===== src/rtl/reset_pkg.sv =====
// Shared encodings and defaults for the reset release sequencer, common to
// every TMR leg and clock domain.
package reset_pkg;

  typedef enum logic [1:0] {
    HOLD    = 2'd0,
    STRETCH = 2'd1,
    RUN     = 2'd2,
    SWRST   = 2'd3
  } state_t;

  localparam int DEF_SYNC_STAGES    = 2;
  localparam int DEF_STRETCH_CYCLES = 16;
  localparam int DEF_SW_RST_CYCLES  = 8;
  localparam int DEF_CNT_W          = 8;

endpackage


===== src/rtl/reset_release_seq_if.sv =====
// Control/status bundle between a domain's reset sequencer and its user.
interface reset_release_seq_if;
  logic porStatus;
  logic swRstReq;
  logic statusClr;
  logic rstOut;
  logic ready;
  logic causeHw;
  logic causeSw;
  logic porFault;
  logic clrAck;

  modport master (
    output porStatus, swRstReq, statusClr,
    input  rstOut, ready, causeHw, causeSw, porFault, clrAck
  );

  modport slave (
    input  porStatus, swRstReq, statusClr,
    output rstOut, ready, causeHw, causeSw, porFault, clrAck
  );
endinterface


===== src/rtl/reset_sync_chain.sv =====
// Async-reset shift register used both as the reset-release synchronizer and
// as the porStatus level synchronizer.
module reset_sync_chain #(
  parameter int   STAGES  = 2,
  parameter logic RST_VAL = 1'b0
) (
  input  logic clk,
  input  logic rst,
  input  logic d,
  output logic q
);

  logic [STAGES-1:0] stages;

  always_ff @(posedge clk or posedge rst) begin
    if (rst) begin
      stages <= {STAGES{RST_VAL}};
    end else begin
      stages <= {stages[STAGES-2:0], d};
    end
  end

  assign q = stages[STAGES-1];

endmodule


===== src/rtl/reset_release_seq.sv =====
// Per-domain reset sequencer: async assert, synchronized and stretched release,
// software reset pulse, and sticky reset-cause / POR-fault status.
module reset_release_seq
  import reset_pkg::*;
#(
  parameter int SYNC_STAGES    = DEF_SYNC_STAGES,
  parameter int STRETCH_CYCLES = DEF_STRETCH_CYCLES,
  parameter int SW_RST_CYCLES  = DEF_SW_RST_CYCLES,
  parameter int CNT_W          = DEF_CNT_W
) (
  input logic                clk,
  input logic                rst,
  reset_release_seq_if.slave bus
);

  localparam logic [CNT_W-1:0] ONE          = CNT_W'(1);
  localparam logic [CNT_W-1:0] STRETCH_LOAD = CNT_W'(STRETCH_CYCLES - 1);
  localparam logic [CNT_W-1:0] SWRST_LOAD   = CNT_W'(SW_RST_CYCLES - 1);

  state_t           state;
  logic [CNT_W-1:0] cnt;
  logic             rel_sync;
  logic             por_sync;
  logic             rst_out_q;
  logic             ready_q;
  logic             cause_hw_q;
  logic             cause_sw_q;
  logic             por_fault_q;
  logic             clr_ack_q;
  logic             sw_accept;
  logic             por_detect;

  reset_sync_chain #(.STAGES(SYNC_STAGES), .RST_VAL(1'b0)) u_rel_sync (
    .clk (clk),
    .rst (rst),
    .d   (1'b1),
    .q   (rel_sync)
  );

  reset_sync_chain #(.STAGES(2), .RST_VAL(1'b1)) u_por_sync (
    .clk (clk),
    .rst (rst),
    .d   (bus.porStatus),
    .q   (por_sync)
  );

  assign sw_accept  = (state == RUN) && bus.swRstReq;
  assign por_detect = (state == RUN) && por_sync;

  // HOLD spends one cycle observing the synchronized release, so STRETCH exits
  // on the edge its count reaches zero to keep release at SYNC+STRETCH edges.
  always_ff @(posedge clk or posedge rst) begin
    if (rst) begin
      state       <= HOLD;
      cnt         <= '0;
      rst_out_q   <= 1'b1;
      ready_q     <= 1'b0;
      cause_hw_q  <= 1'b1;
      cause_sw_q  <= 1'b0;
      por_fault_q <= 1'b0;
      clr_ack_q   <= 1'b0;
    end else begin
      case (state)
        HOLD: begin
          if (rel_sync) begin
            if (STRETCH_CYCLES == 1) begin
              state     <= RUN;
              rst_out_q <= 1'b0;
              ready_q   <= 1'b1;
            end else begin
              state <= STRETCH;
              cnt   <= STRETCH_LOAD;
            end
          end
        end
        STRETCH: begin
          cnt <= cnt - ONE;
          if (cnt == ONE) begin
            state     <= RUN;
            rst_out_q <= 1'b0;
            ready_q   <= 1'b1;
          end
        end
        RUN: begin
          if (sw_accept) begin
            state     <= SWRST;
            cnt       <= SWRST_LOAD;
            rst_out_q <= 1'b1;
            ready_q   <= 1'b0;
          end
        end
        SWRST: begin
          if (cnt == '0) begin
            state     <= RUN;
            rst_out_q <= 1'b0;
            ready_q   <= 1'b1;
          end else begin
            cnt <= cnt - ONE;
          end
        end
        default: state <= HOLD;
      endcase

      // Set events take priority over a simultaneous clear.
      if (sw_accept) begin
        cause_sw_q <= 1'b1;
        cause_hw_q <= 1'b0;
      end else if (bus.statusClr) begin
        cause_sw_q <= 1'b0;
        cause_hw_q <= 1'b0;
      end

      if (por_detect) begin
        por_fault_q <= 1'b1;
      end else if (bus.statusClr) begin
        por_fault_q <= 1'b0;
      end

      clr_ack_q <= bus.statusClr;
    end
  end

  assign bus.rstOut   = rst_out_q;
  assign bus.ready    = ready_q;
  assign bus.causeHw  = cause_hw_q;
  assign bus.causeSw  = cause_sw_q;
  assign bus.porFault = por_fault_q;
  assign bus.clrAck   = clr_ack_q;

endmodule


===== src/flat_wrapper.sv =====
// flat-port wrapper written by rule: the top's interface ports become plain ports
module reset_release_seq_flat import reset_pkg::*;
#(
  parameter int SYNC_STAGES    = DEF_SYNC_STAGES,
  parameter int STRETCH_CYCLES = DEF_STRETCH_CYCLES,
  parameter int SW_RST_CYCLES  = DEF_SW_RST_CYCLES,
  parameter int CNT_W          = DEF_CNT_W
)
  (clk, rst, bus_porStatus, bus_swRstReq, bus_statusClr, bus_rstOut, bus_ready, bus_causeHw, bus_causeSw, bus_porFault, bus_clrAck);
  reset_release_seq_if bus_i ();
  input logic clk;
  input logic rst;
  input wire logic [$bits(bus_i.porStatus)-1:0] bus_porStatus;
  input wire logic [$bits(bus_i.swRstReq)-1:0] bus_swRstReq;
  input wire logic [$bits(bus_i.statusClr)-1:0] bus_statusClr;
  output wire logic [$bits(bus_i.rstOut)-1:0] bus_rstOut;
  output wire logic [$bits(bus_i.ready)-1:0] bus_ready;
  output wire logic [$bits(bus_i.causeHw)-1:0] bus_causeHw;
  output wire logic [$bits(bus_i.causeSw)-1:0] bus_causeSw;
  output wire logic [$bits(bus_i.porFault)-1:0] bus_porFault;
  output wire logic [$bits(bus_i.clrAck)-1:0] bus_clrAck;
  assign bus_i.porStatus = bus_porStatus;
  assign bus_i.swRstReq = bus_swRstReq;
  assign bus_i.statusClr = bus_statusClr;
  assign bus_rstOut = bus_i.rstOut;
  assign bus_ready = bus_i.ready;
  assign bus_causeHw = bus_i.causeHw;
  assign bus_causeSw = bus_i.causeSw;
  assign bus_porFault = bus_i.porFault;
  assign bus_clrAck = bus_i.clrAck;
  reset_release_seq #(.SYNC_STAGES(SYNC_STAGES), .STRETCH_CYCLES(STRETCH_CYCLES), .SW_RST_CYCLES(SW_RST_CYCLES), .CNT_W(CNT_W)) u_core (.clk(clk), .rst(rst), .bus(bus_i));
endmodule

===== config.mk =====
export PLATFORM = sky130hd
export DESIGN_NAME = reset_release_seq_flat
export DESIGN_NICKNAME = d
export VERILOG_FILES = /design/src/rtl/reset_pkg.sv /design/src/rtl/reset_release_seq_if.sv /design/src/rtl/reset_sync_chain.sv /design/src/rtl/reset_release_seq.sv /design/src/flat_wrapper.sv
export SDC_FILE = /design/constraint.sdc
export NUM_CORES = 1
export LEC_CHECK = 0
export BUFFER_PORTS_ARGS = -buffer_cell sky130_fd_sc_hd__buf_2
export CAP_MARGIN = 10
export CORE_MARGIN = 1
export CORE_UTILIZATION = 35
export CTS_BUF_LIST = sky130_fd_sc_hd__clkbuf_16
export DETAILED_ROUTE_END_ITERATION = 10
export GPL_ROUTABILITY_DRIVEN = 0
export GPL_TIMING_DRIVEN = 0
export PLACE_DENSITY_LB_ADDON = 0.08
export SLEW_MARGIN = 20
export SYNTH_ARGS = -nofsm -noshare
export SYNTH_HDL_FRONTEND = slang
export SYNTH_HIERARCHICAL = 1
export SYNTH_SLANG_ARGS = --single-unit

===== constraint.sdc =====
create_clock -name clk -period 2.9 [get_ports clk]
set_input_delay 0.145 -clock clk [delete_from_list [all_inputs] [get_ports clk]]
set_output_delay 0.145 -clock clk [all_outputs]
set_load 0.02 [all_outputs]

; ---- Word-level counts from Yosys, hierarchy flattened
; Index checks and enable logic that the tools add are counted.
[classes]
add_sub_neg = 1
eq_ne = 9
muxes = 21
n_reduce_logical = 10
[ops]
columns = cell, count
row1 = 8-bit case mux with 4 select lines, 1
row2 = 8-bit two-way mux, 3
row3 = 1-bit two-way mux, 10
row4 = "8-bit by 1-bit == test with 1-bit output, second input constant", 1
row5 = 8-bit logical NOT, 1
row6 = 2-bit two-way mux, 4
row7 = 2-bit case mux with 4 select lines, 1
row8 = 4-bit AND reduction, 2
row9 = "8-bit by 1-bit subtractor with 8-bit output, second input constant", 1
row10 = "2-bit by 1-bit != test with 1-bit output, second input constant", 3
row11 = 1-bit case mux with 3 select lines, 2
row12 = "2-bit == test, second input constant", 2
row13 = "2-bit != test, second input constant", 2
row14 = 2-bit nonzero test, 2
row15 = 3-bit AND reduction, 1
row16 = 3-bit nonzero test, 1
row17 = "2-bit by 1-bit == test with 1-bit output, second input constant", 1
row18 = 1-bit logical AND, 2
row19 = 2-bit logical NOT, 1
[totals]
ff_bits = 20
input_bits = 5
output_inout_bits = 6
word_cells = 51

; ---- Logic depth before layout (Yosys ltp)
; Gate-level depths: netlist (run 1).
[depth]
word_depth = 4
mapped_depth = 5
depth_no_buf = 5

; ---- Modules after synthesis
; Netlist (run 1), hierarchy kept.
[by_module_without_submodules]
columns = mod, n_inst, cells_per_inst, area_each_um2, seq_area_each_um2
row1 = reset_release_seq, 1, 75, 805.8, 402.9
row2 = reset_sync_chain (u_core.u_por_sync), 1, 3, 56.3, 52.6
row3 = reset_sync_chain (u_core.u_rel_sync), 1, 3, 53.8, 50.0

; ---- Worst setup path before layout (run 1)
; No wires, ideal clock.
[synth_timing]
path_kind = flip-flop to flip-flop
start = reg u_core.cnt[0]
end = reg u_core.cnt[5]
setup_ns = 0.135
t_arrival_ns = 1.495
path_slack_ns = 1.270
path_stages_with_launch = 6
n_path_buf = 0
synth_period_minus_slack_ns = 1.630
path_cell_list = dfrtp_1 -> inv_1 -> ha_1 -> or3b_2 -> nor3_1 -> o211ai_1
[synth_between]
elab_chain_len = 3
[synth_rtl]
columns = element, line_no
row1 = "start, declared", reset_release_seq.sv:21  ; logic [CNT_W-1:0] cnt;
row2 = "start signal, assigned", reset_release_seq.sv:77  ; cnt <= cnt - ONE;
row3 = "start signal, assigned", reset_release_seq.sv:98  ; cnt <= cnt - ONE;
row4 = 8-bit by 1-bit subtractor with 8-bit output / 8-bit logical NOT (equally long branches), "reset_release_seq.sv:77, reset_release_seq.sv:98, reset_release_seq.sv:93"
row5 = 8-bit two-way mux / 2-bit != test (equally long branches), n/a
row6 = 8-bit case mux with 4 select lines / 3-bit AND reduction (equally long branches), n/a
; Several ways; a longest one is shown, not always the timed one. The select of a mux whose other input is x is not followed.
; A chain may end at the register's enable or synchronous reset.

; ---- Worst setup path in the final report (run 1)
; Same ends and word-level chain as after synthesis.

==> metrics, run 1 <==
TritonCTS clock tree=yes; Worst slew margin=57.0%; Worst IR Drop VDD=between 0.6 and 0.7 mV; Main synth FF type=dfrtp_1; Setup TNS=0 ns; total power=1110 uW; first-pass GRT wire length=between 3000 and 4000 um; Placed Instances=121; xor and xnor area share after synthesis=less than 1%; Clock Skews=0.00121 ns; pre-CTS setup slack=1.10 ns; Via Count=~660; fin util=44.5%; gr ovfl total=0; row cnt=18; H-tree Lvls=1; CP Class=register to register; Mean Syn Cell Area=~11 um^2; largest net degree at the start of global routing=17; crit-path max FO=4; via-per-instance ratio=5.20; Final period util=63.1%; Worst path slowest cell=or3b_2; worst-path cell chain=inv_1 > ha_1 > or3b_2 > nor3_1 > o211ai_1; cell area after synthesis=916 um^2; Pwr per Cell Area=1010 nW/um^2; Area contributors post-synth=dfrtp_1 44%, dfstp_2 11%, inv_1 4.1%; Max Slew Vio Count=0; crit path time final=1.83 ns; multiplexer share of the synthesized area=about 3.4%; syn nets=88; initial antenna violation count=0; DRC errors left=0; core footprint=2480 um^2; Pleak=between 0.0005 and 0.0006 uW; chip width=53.2 um; final WL=between 1500 and 2000 um; Clock Root Buffer=clkbuf_16; CP arrival=1.95 ns; Synth Area in Simple Gates=17.3%; Routed WL per cell=14.3 um; clk buf depth=2; 1st-iter DRT viols=11; post-route ant nets=0; Port-buffer cells=10; Worst-path clk slew=0.05 ns; share of post-route cells with drive strength above 1=22.7%; Skew-Pair Late Insertion Delay=0.25 ns; max_cap viols=0; Die Area=about 2800 um^2; I/O pins=11; HPWL Detailed=1280 um; largest family of logic cells by synthesized area=simple AND/OR/NAND/NOR gates; compound-gate portion of the synthesized area=around 15%; CP Capture Type=register; CTS Buf Count=3; Die Ht=53.2 um; total track usage=16.9%; crit path launch type=register; synth-to-layout area growth=20.4%; hold crit path type=primary input to register; Synth Instances=81; Pre-antenna DRT Iters=4; Yosys top cell area share=43.7%; Synth Area in Adders=2.73%; final worst slack=1.07 ns; final setup violation count=0; final hold vios=0; largest stage delay on the critical path=0.51 ns; Worst Tran Pin Value=0.645 ns; outcome=completed; vias in the first global route=694; EDFF count, synth=0; Initial Utilization=37.0%; Syn. warnings=6; WP data required=3.02 ns; n_diodes=0; largest area contributor in the netlist=dfrtp_1; Post-CTS Setup Bufs=0; Clock Sinks=20; Unique masters post-synth=38; Net count, final=about 110; register bit total from synthesis=20; RSZ-0062 raised after global routing=false; Post-synth ARST share=100%; sequential area share after synthesis=55.2%; fin cells=127; fmax=0.546 GHz
worst max-delay path: cells and delay by family, from the launching register on:
family / cells / cell delay [ns]
AOI/OAI and AO/OA: 1 / 0.14
adders and majority gates: 1 / 0.21
buffers and inverters: 1 / 0.10
DFF: 1 / 0.41
and+or+nand+nor: 2 / 0.83
worst paths after layout:
check,startpoint,endpoint,slack [ns],cells after the start
min,bus_statusClr,u_core/bus.clrAck$_DFF_PP0_,0.02,1
max in group asynchronous,rst,u_core/cnt[5]$_DFFE_PP0P_,1.94,3
min in group asynchronous,rst,u_core/u_rel_sync/stages[1]$_DFF_PP0_,0.30,3
max,u_core/cnt[0]$_DFFE_PP0P_,u_core/cnt[5]$_DFFE_PP0P_,1.07,5
max reg2reg,u_core/cnt[0]$_DFFE_PP0P_,u_core/cnt[5]$_DFFE_PP0P_,1.07,5
min reg2reg,u_core/u_rel_sync/stages[0]$_DFF_PP0_,u_core/u_rel_sync/stages[1]$_DFF_PP0_,0.36,0
state kept, by name (all words and copies together) (netlist names):
register	flops
u_core/bus.causeHw	1
u_core/bus.causeSw	1
u_core/bus.clrAck	1
u_core/bus.porFault	1
u_core/bus.ready	1
u_core/bus.rstOut	1
u_core/cnt	8
u_core/state	2
u_core/u_por_sync/stages	2
u_core/u_rel_sync/stages	2
cells by family (layout without fill, tap and decap cells):
| group | after synthesis | after routing |
|---|---|---|
| AOI/OAI and AO/OA | 18 | 18 |
| xor gates and xnor gates | 1 | 1 |
| adders and majority gates | 2 | 2 |
| buffers and inverters | 12 | 28 |
| DFF | 20 | 20 |
| muxes | 3 | 3 |
| other | 1 | 1 |
| and+or+nand+nor | 24 | 24 |
placed cells by master, fill, tap and decap left out, types with 2 or more instances in the layout:
cell type / count
clkbuf_1: 2
or4_1: 2
nand2_1: 3
or3b_2: 2
nor3b_1: 3
a22oi_1: 2
a32o_1: 2
nand3_1: 3
nor3_1: 2
dfstp_2: 4
dfrtp_1: 16
o211ai_1: 3
ha_1: 2
mux2i_1: 2
buf_2: 10
inv_1: 10
dlygate4sd3_1: 2
clkbuf_16: 3
final cells by class:
type,instances,area [um^2]
inverters,10,37.5
fillers,256,1380
plain buffers,2,7.51
clock buffers,3,75.1
clock inverters,1,3.75
well taps,30,37.5
repair buffers,12,70.1
multi-input cells,49,365
flip-flops and latches,20,505
stage by stage:
step / hold WS (ns) / area [um^2]
3_3_place_gp: 0.0137 / 1000
6_report: 0.0163 / 1100
4_1_cts: 0.0147 / 1100
5_1_grt: 0.0137 / 1100
3_5_place_dp: 0.0167 / 1000
2_1_floorplan: -0.114 / 916
report_power, final:
group	switching [uW]	internal [uW]
clock	94.9	183
combinational	203	176
sequential	89.2	369
synthesized netlist by cell type (all sizes together), types with 2 or more instances:
cell type,n
dfrtp,16
inv,10
dfstp,4
nand2,3
nand3,3
nor3b,3
o211ai,3
or3b,3
or4,3
a22oi,2
a32o,2
clkbuf,2
ha,2
mux2i,2
nor3,2
what timing repair did:
item	in CTS	in global routing
gates resized for setup	0	0
hold buffers	2	0
hold endpoints to repair	5	0
per-layer routing:
layer  vias up  part of all wire, %  global-route usage [%]
li1        327                    -                       -
met1       324                   51                    22.0
met2         8                   45                    25.5
met3         2                  3.0                    6.03
met4         0                  1.0                    6.14
met5         -                    0                       0
No activity file was read; power rests on OpenSTA's default activity.
==> inputs of run 2 (changes only) <==
--- a/config.mk
+++ b/config.mk
@@ -5,6 +5,7 @@
 export SDC_FILE = /design/constraint.sdc
 export NUM_CORES = 1
 export LEC_CHECK = 0
+export ABC_AREA = 1
 export BUFFER_PORTS_ARGS = -buffer_cell sky130_fd_sc_hd__buf_2
 export CAP_MARGIN = 10
 export CORE_MARGIN = 1
==> constraint.sdc (replaced) <==
create_clock -name clk -period 1.7 [get_ports clk]
set_input_delay 0.085 -clock clk [delete_from_list [all_inputs] [get_ports clk]]
set_output_delay 0.085 -clock clk [all_outputs]
set_load 0.02 [all_outputs]
==> metrics, run 2 <==
outcome=completed; Main synth FF type=dfrtp_1; largest reg by FF count=u_core/cnt; n_diodes=0 (unchanged); largest net degree at the start of global routing=17 (unchanged); CTS Buf Count=3 (unchanged); Pleak=0.000656 uW (+27%); Routed WL per cell=11.4 um (-21%); worst-path cell chain=inv_1 > ha_1 > inv_1 > nor2_2 > nand2_1 > o21ai_0 > nand2_1 > o21a_1; total power=2270 uW (+100%); FF/Latch Area=505 um^2 (unchanged); footprint of the multi-input gates=415 um^2 (+14%); Placed Instances=163 (+35%); crit path launch=u_core/cnt[0]$_DFFE_PP0P_; Synth top cells by count=30 x nand2_1, 19 x inv_1, 16 x dfrtp_1, 8 x nand3_1, 8 x nor2_1; DRC errors left=0 (unchanged); Port-buffer cells=10 (unchanged); row cnt=19 (+1); gr ovfl total=0 (unchanged); via-per-instance ratio=4.56 (-12%); Max Slew Vio Count=0 (unchanged); vias in the first global route=709 (+2.2%); post-route ant nets=0 (unchanged); Clock Root Buffer=clkbuf_16; syn nets=129 (+47%); Die Area=3170 um^2 (+12%); Setup TNS=0 ns (unchanged); flop2flop setup slack=0.14 ns (-0.93 ns); count leader, synth=nand2_1; RSZ-0062 raised after global routing=false; Worst-path clk slew=0.06 ns (about the same); Reg-to-Reg End=u_core/bus.rstOut$_DFFE_PP1P_; post-CTS sizing=0 (unchanged); crit path launch type=register; 1st-iter DRT viols=16 (+5); Clock Skews=0.00239 ns (+0.00119 ns); Area contributors post-synth=dfrtp_1 39%, nand2_1 11%, dfstp_2 10%; r2r startpoint=u_core/cnt[0]$_DFFE_PP0P_; clk buf depth=2 (unchanged); Via Count=776 (+17%); final WL=1940 um (+6.3%); core footprint=2780 um^2 (+12%); largest stage delay on the critical path=0.41 ns (-0.10 ns); chip width=56.3 um (+6.0%); CP arrival=1.75 ns (-0.20 ns); Synth Instances=122 (+51%); Worst Tran Pin Value=0.633 ns (-0.0112 ns); HPWL Detailed=1450 um (+13%); max_cap viols=0 (unchanged); sequential area share after synthesis=48.9% (-6.3 points); fin cells=170 (+34%); max FFs per register=8 (unchanged); Die Ht=56.3 um (+6.0%); hold-fix buffer count after cts=3 (+1); Post-synth ARST share=100% (unchanged); I/O pins=11 (unchanged); Pwr per Cell Area=1810 nW/um^2 (+79%); H-tree Lvls=1 (unchanged); worst reg2reg path depth=8 (+3); Worst path slowest cell=dfrtp_1; most frequent cells in the layout=30 x nand2_1, 19 x inv_1, 16 x dfrtp_1; initial antenna violation count=0 (unchanged); Worst slew margin=57.7% (+0.75 points); Post-CTS Setup Bufs=0 (unchanged); TritonCTS clock tree=yes; Setup crit end=u_core/bus.rstOut$_DFFE_PP1P_; Yosys top cell area share=38.7% (-5.0 points); fill cell count=281 (+9.8%); final setup violation count=0 (unchanged); hold slack=0.197 ns (+0.180 ns); CP Class=register to register; share of post-route cells with drive strength above 1=25.9% (+3.2 points); crit path time final=1.56 ns (-0.272 ns); CP Capture Type=register; Unique masters post-synth=26 (-32%); commonest non-fill, non-tap cell in the layout=nand2_1; Clock Sinks=20 (unchanged); fmax=0.642 GHz (+17%); largest area contributor in the netlist=dfrtp_1; Skew-Pair Late Insertion Delay=0.26 ns (about the same); Mean Syn Cell Area=8.47 um^2 (-25%); WP data required=1.89 ns (-1.13 ns); Final period util=91.6% (+29 points); Worst IR Drop VDD=0.837 mV (+28%); crit-path max FO=5 (+1); cell area after synthesis=1030 um^2 (+13%); synth-to-layout area growth=21.7%; total track usage=14.0% (-2.9 points); worst hold stages=4 (+3); hold crit path type=primary input to register; Initial Utilization=37.2% (+0.19 points); Syn. warnings=6 (unchanged); fin util=45.2% (+0.71 points); EDFF count, synth=0 (unchanged); first-pass GRT wire length=3310 um (+1.5%); Net count, final=147 (+40%); register bit total from synthesis=20 (unchanged); final hold vios=0 (unchanged); Pre-antenna DRT Iters=4 (unchanged)
run 2: cell types whose count changed after synthesis, moves of 3 or more:
cell      delta
a21oi_1      +4
inv_1        +9
inv_2        +5
nand2_1     +27
nand3_1      +5
nor2_1       +8
nor3b_1      -3
o211ai_1     -3
o21ai_2      +3
run 2: kinds of logic after synthesis:
| family | after synthesis | synth area share, % |
|---|---|---|
| DFF | 20 | 48.9 |
| xor gates and xnor gates | 1 | 0.848 |
| buffers and inverters | 26 | 10.9 |
| AOI/OAI and AO/OA | 15 | 9.20 |
| adders and majority gates | 2 | 2.42 |
| other | 1 | 0.363 |
| and+or+nand+nor | 57 | 27.4 |
run 2: how the worst min path moves through the flow:
stage                             from                                    end  slack, ns
after floorplan                    rst  u_core/u_rel_sync/stages[0]$_DFF_PP0_      -0.17
after global placement             rst  u_core/u_rel_sync/stages[0]$_DFF_PP0_      -0.04
after detailed placement           rst  u_core/u_rel_sync/stages[0]$_DFF_PP0_      -0.04
after CTS                 bus_swRstReq          u_core/bus.rstOut$_DFFE_PP1P_       0.19
after global routing      bus_swRstReq          u_core/bus.rstOut$_DFFE_PP1P_       0.20
final                     bus_swRstReq          u_core/bus.rstOut$_DFFE_PP1P_       0.20
run 2: where the power goes:
group          switching (uW)  internal [uW]  total (uW)
sequential                134            631         765
clock                     189            468         656
combinational             528            321         850
run 2: metrics by stage:
stage / cell area, um^2 / setup slack, ns
finish: 1260 / 0.142
global route: 1260 / 0.00138
CTS: 1260 / 0.122
detailed placement: 1120 / 0.125
global placement: 1120 / 0.131
floorplan: 1030 / 0.303
run 2: final cells by class:
type	instances	area share, %
Sequential cell	20	40.2
Multi-Input combinational cell	76	33.0
Inverter	24	7.16
Timing Repair Buffer	13	6.37
Clock buffer	3	5.97
Tap cell	31	3.08
Clock inverter	1	2.39
Buffer	2	1.79
run 2: worst max-delay path: cells and delay by family, from the launching register on:
kind	cells	cell delay [ns]
compound gates	2	0.23
fa+ha+maj	1	0.22
simple gates	3	0.41
flops	1	0.41
buf+inv	2	0.20
run 2: layer usage:
layer,GRT usage [%],wire (um),vias to the layer above
li1,-,-,406
met1,20.0,1040,357
met2,19.6,810,8
met3,3.46,43,5
met4,7.32,38,0
met5,0,0,-
==> inputs of run 3 (changes only) <==
--- a/config.mk
+++ b/config.mk
@@ -8,8 +8,9 @@
 export ABC_AREA = 1
 export BUFFER_PORTS_ARGS = -buffer_cell sky130_fd_sc_hd__buf_2
 export CAP_MARGIN = 10
+export CORE_ASPECT_RATIO = 1.25
 export CORE_MARGIN = 1
-export CORE_UTILIZATION = 35
+export CORE_UTILIZATION = 25
 export CTS_BUF_LIST = sky130_fd_sc_hd__clkbuf_16
 export DETAILED_ROUTE_END_ITERATION = 10
 export GPL_ROUTABILITY_DRIVEN = 0
==> constraint.sdc (replaced) <==
create_clock -name clk -period 1.9 [get_ports clk]
set_input_delay 0.095 -clock clk [delete_from_list [all_inputs] [get_ports clk]]
set_output_delay 0.095 -clock clk [all_outputs]
set_load 0.02 [all_outputs]
==> metrics, run 3 (synthesized netlist as in run 2, its figures left out) <==
hold crit path type=primary input to register; flop2flop setup slack=0.28 ns (+0.13 ns); dpl cell area=1150 um^2 (+2.6%); vias in the first global route=796 (+12%); Worst-path clk slew=0.06 ns (about the same); Pre-antenna DRT Iters=4 (unchanged); Routed WL per cell=10.9 um (-4.1%); total track usage=11.5% (-2.6 points); Final period util=85.5% (-6.1 points); TritonCTS clock tree=yes; final WL=2110 um (+8.9%); clk buf depth=2 (unchanged); outcome=completed; crit path launch type=register; via-per-instance ratio=4.19 (-8.2%); max FFs per register=8 (unchanged); n_diodes=0 (unchanged); cell area after layout=1290 um^2 (+2.3%); Worst Tran Pin Value=0.651 ns (+0.0179 ns); Via Count=809 (+4.3%); worst reg2reg path depth=8 (unchanged); Pleak=0.000656 uW (unchanged); Clock Sinks=20 (unchanged); Die Ht=73.9 um (+31%); commonest non-fill, non-tap cell in the layout=nand2_1; CTS Buf Count=3 (unchanged); Skew-Pair Late Insertion Delay=0.25 ns (about the same); I/O pins=11 (unchanged); largest reg by FF count=u_core/cnt; synth-to-layout area growth=24.5%; fmax=0.616 GHz (-4.1%); largest net degree at the start of global routing=17 (unchanged); Max Slew Vio Count=0 (unchanged); Reg-to-Reg End=u_core/bus.rstOut$_DFFE_PP1P_; Pwr per Cell Area=1590 nW/um^2 (-12%); WP buf/inv=2 (unchanged); fill cell count=439 (+56%); core footprint=3880 um^2 (+39%); Setup TNS=0 ns (unchanged); Clock Skews=0.00184 ns (-0.000551 ns); Clock Root Buffer=clkbuf_16; critical path's top delay family=simple AND/OR/NAND/NOR gates; fin util=33.2% (-12 points); first-pass GRT wire length=3660 um (+10%); CP Depth=8 (unchanged); DRC errors left=0 (unchanged); HPWL Detailed=1590 um (+10%); chip width=59.5 um (+5.6%); Die Area=4400 um^2 (+39%); CP Capture Type=register; share of post-route cells with drive strength above 1=25.9% (unchanged); row cnt=25 (+6); crit path launch=u_core/cnt[0]$_DFFE_PP0P_; crit path time final=1.62 ns (+0.0670 ns); Initial Utilization=26.6% (-11 points); post-route ant nets=0 (unchanged); final setup violation count=0 (unchanged); Net count, final=147 (unchanged); most frequent cells in the layout=30 x nand2_1, 19 x inv_1, 16 x dfrtp_1; RSZ-0062 raised after global routing=false; worst-path cell chain=inv_1 > ha_1 > inv_1 > nor2_2 > nand2_1 > o21ai_0 > nand2_1 > o21a_1; Worst path slowest cell=dfrtp_1; Worst slew margin=56.5% (-1.2 points); fin cells=193 (+14%); Worst IR Drop VDD=0.476 mV (-43%); H-tree Lvls=1 (unchanged); Setup crit end=u_core/bus.rstOut$_DFFE_PP1P_; max_cap viols=0 (unchanged); Placed Instances=186 (+14%); r2r startpoint=u_core/cnt[0]$_DFFE_PP0P_; CP arrival=1.81 ns (+0.06 ns); gr ovfl total=0 (unchanged); crit-path max FO=5 (unchanged); WP data required=2.09 ns (+0.20 ns); initial antenna violation count=0 (unchanged); 1st-iter DRT viols=28 (+12); CP Class=register to register; final hold vios=0 (unchanged); Port-buffer cells=10 (unchanged); largest stage delay on the critical path=0.41 ns (about the same)
run 3: how the worst min path moves through the flow:
stage	from	end	slack, ns	depth (start not counted)
floorplan	rst	u_core/u_rel_sync/stages[0]$_DFF_PP0_	-0.16	1
global placement	rst	u_core/u_rel_sync/stages[0]$_DFF_PP0_	-0.03	2
detailed placement	rst	u_core/u_rel_sync/stages[0]$_DFF_PP0_	-0.03	2
CTS	bus_swRstReq	u_core/bus.rstOut$_DFFE_PP1P_	0.21	4
global route	bus_swRstReq	u_core/bus.rstOut$_DFFE_PP1P_	0.21	4
finish	bus_swRstReq	u_core/bus.rstOut$_DFFE_PP1P_	0.21	4
run 3: metrics by stage:
step                power (uW)  worst slack, ns  hold slack, ns
finish                    2040            0.275           0.205
detailed placement        1460            0.285         -0.0311
global placement          1450            0.286         -0.0319
floorplan                 1290            0.503          -0.164
CTS                       2070            0.278           0.208
global route              2210            0.147           0.215
run 3: cell type report:
| class | count | area [um^2] | share of cell area [%] |
|---|---|---|---|
| flip-flops and latches | 20 | 505 | 39.3 |
| clock buffers | 3 | 75.1 | 5.84 |
| clock inverters | 1 | 30.0 | 2.33 |
| repair buffers | 13 | 80.1 | 6.23 |
| plain buffers | 2 | 22.5 | 1.75 |
| multi-input cells | 76 | 415 | 32.3 |
| inverters | 24 | 90.1 | 7.00 |
| well taps | 54 | 67.6 | 5.25 |
run 3: metal layers:
metal	wire length, um	vias up	GRT usage (%)
met5	0	-	0
met4	47	0	6.20
met3	38	5	2.11
li1	-	405	-
met2	1040	7	19.1
met1	980	392	13.8
run 3: report_power, final:
| group | switching, uW | internal [uW] | total [uW] |
|---|---|---|---|
| Clock | 169 | 418 | 587 |
| Combinational | 482 | 287 | 769 |
| Sequential | 118 | 564 | 683 |
run 3: worst min-delay path, stage by stage:
cell and delay [ns]:
buf_2 0.09, inv_1 0.06, nor2_1 0.05, o21a_1 0.16
run 3: what timing repair did:
item	4_1_cts	5_1_grt
resized for setup	0	0
hold buffers	3	0
setup buffers	0	0
setup endpoints to repair	0	0
endpoints found under the hold margin	20	0
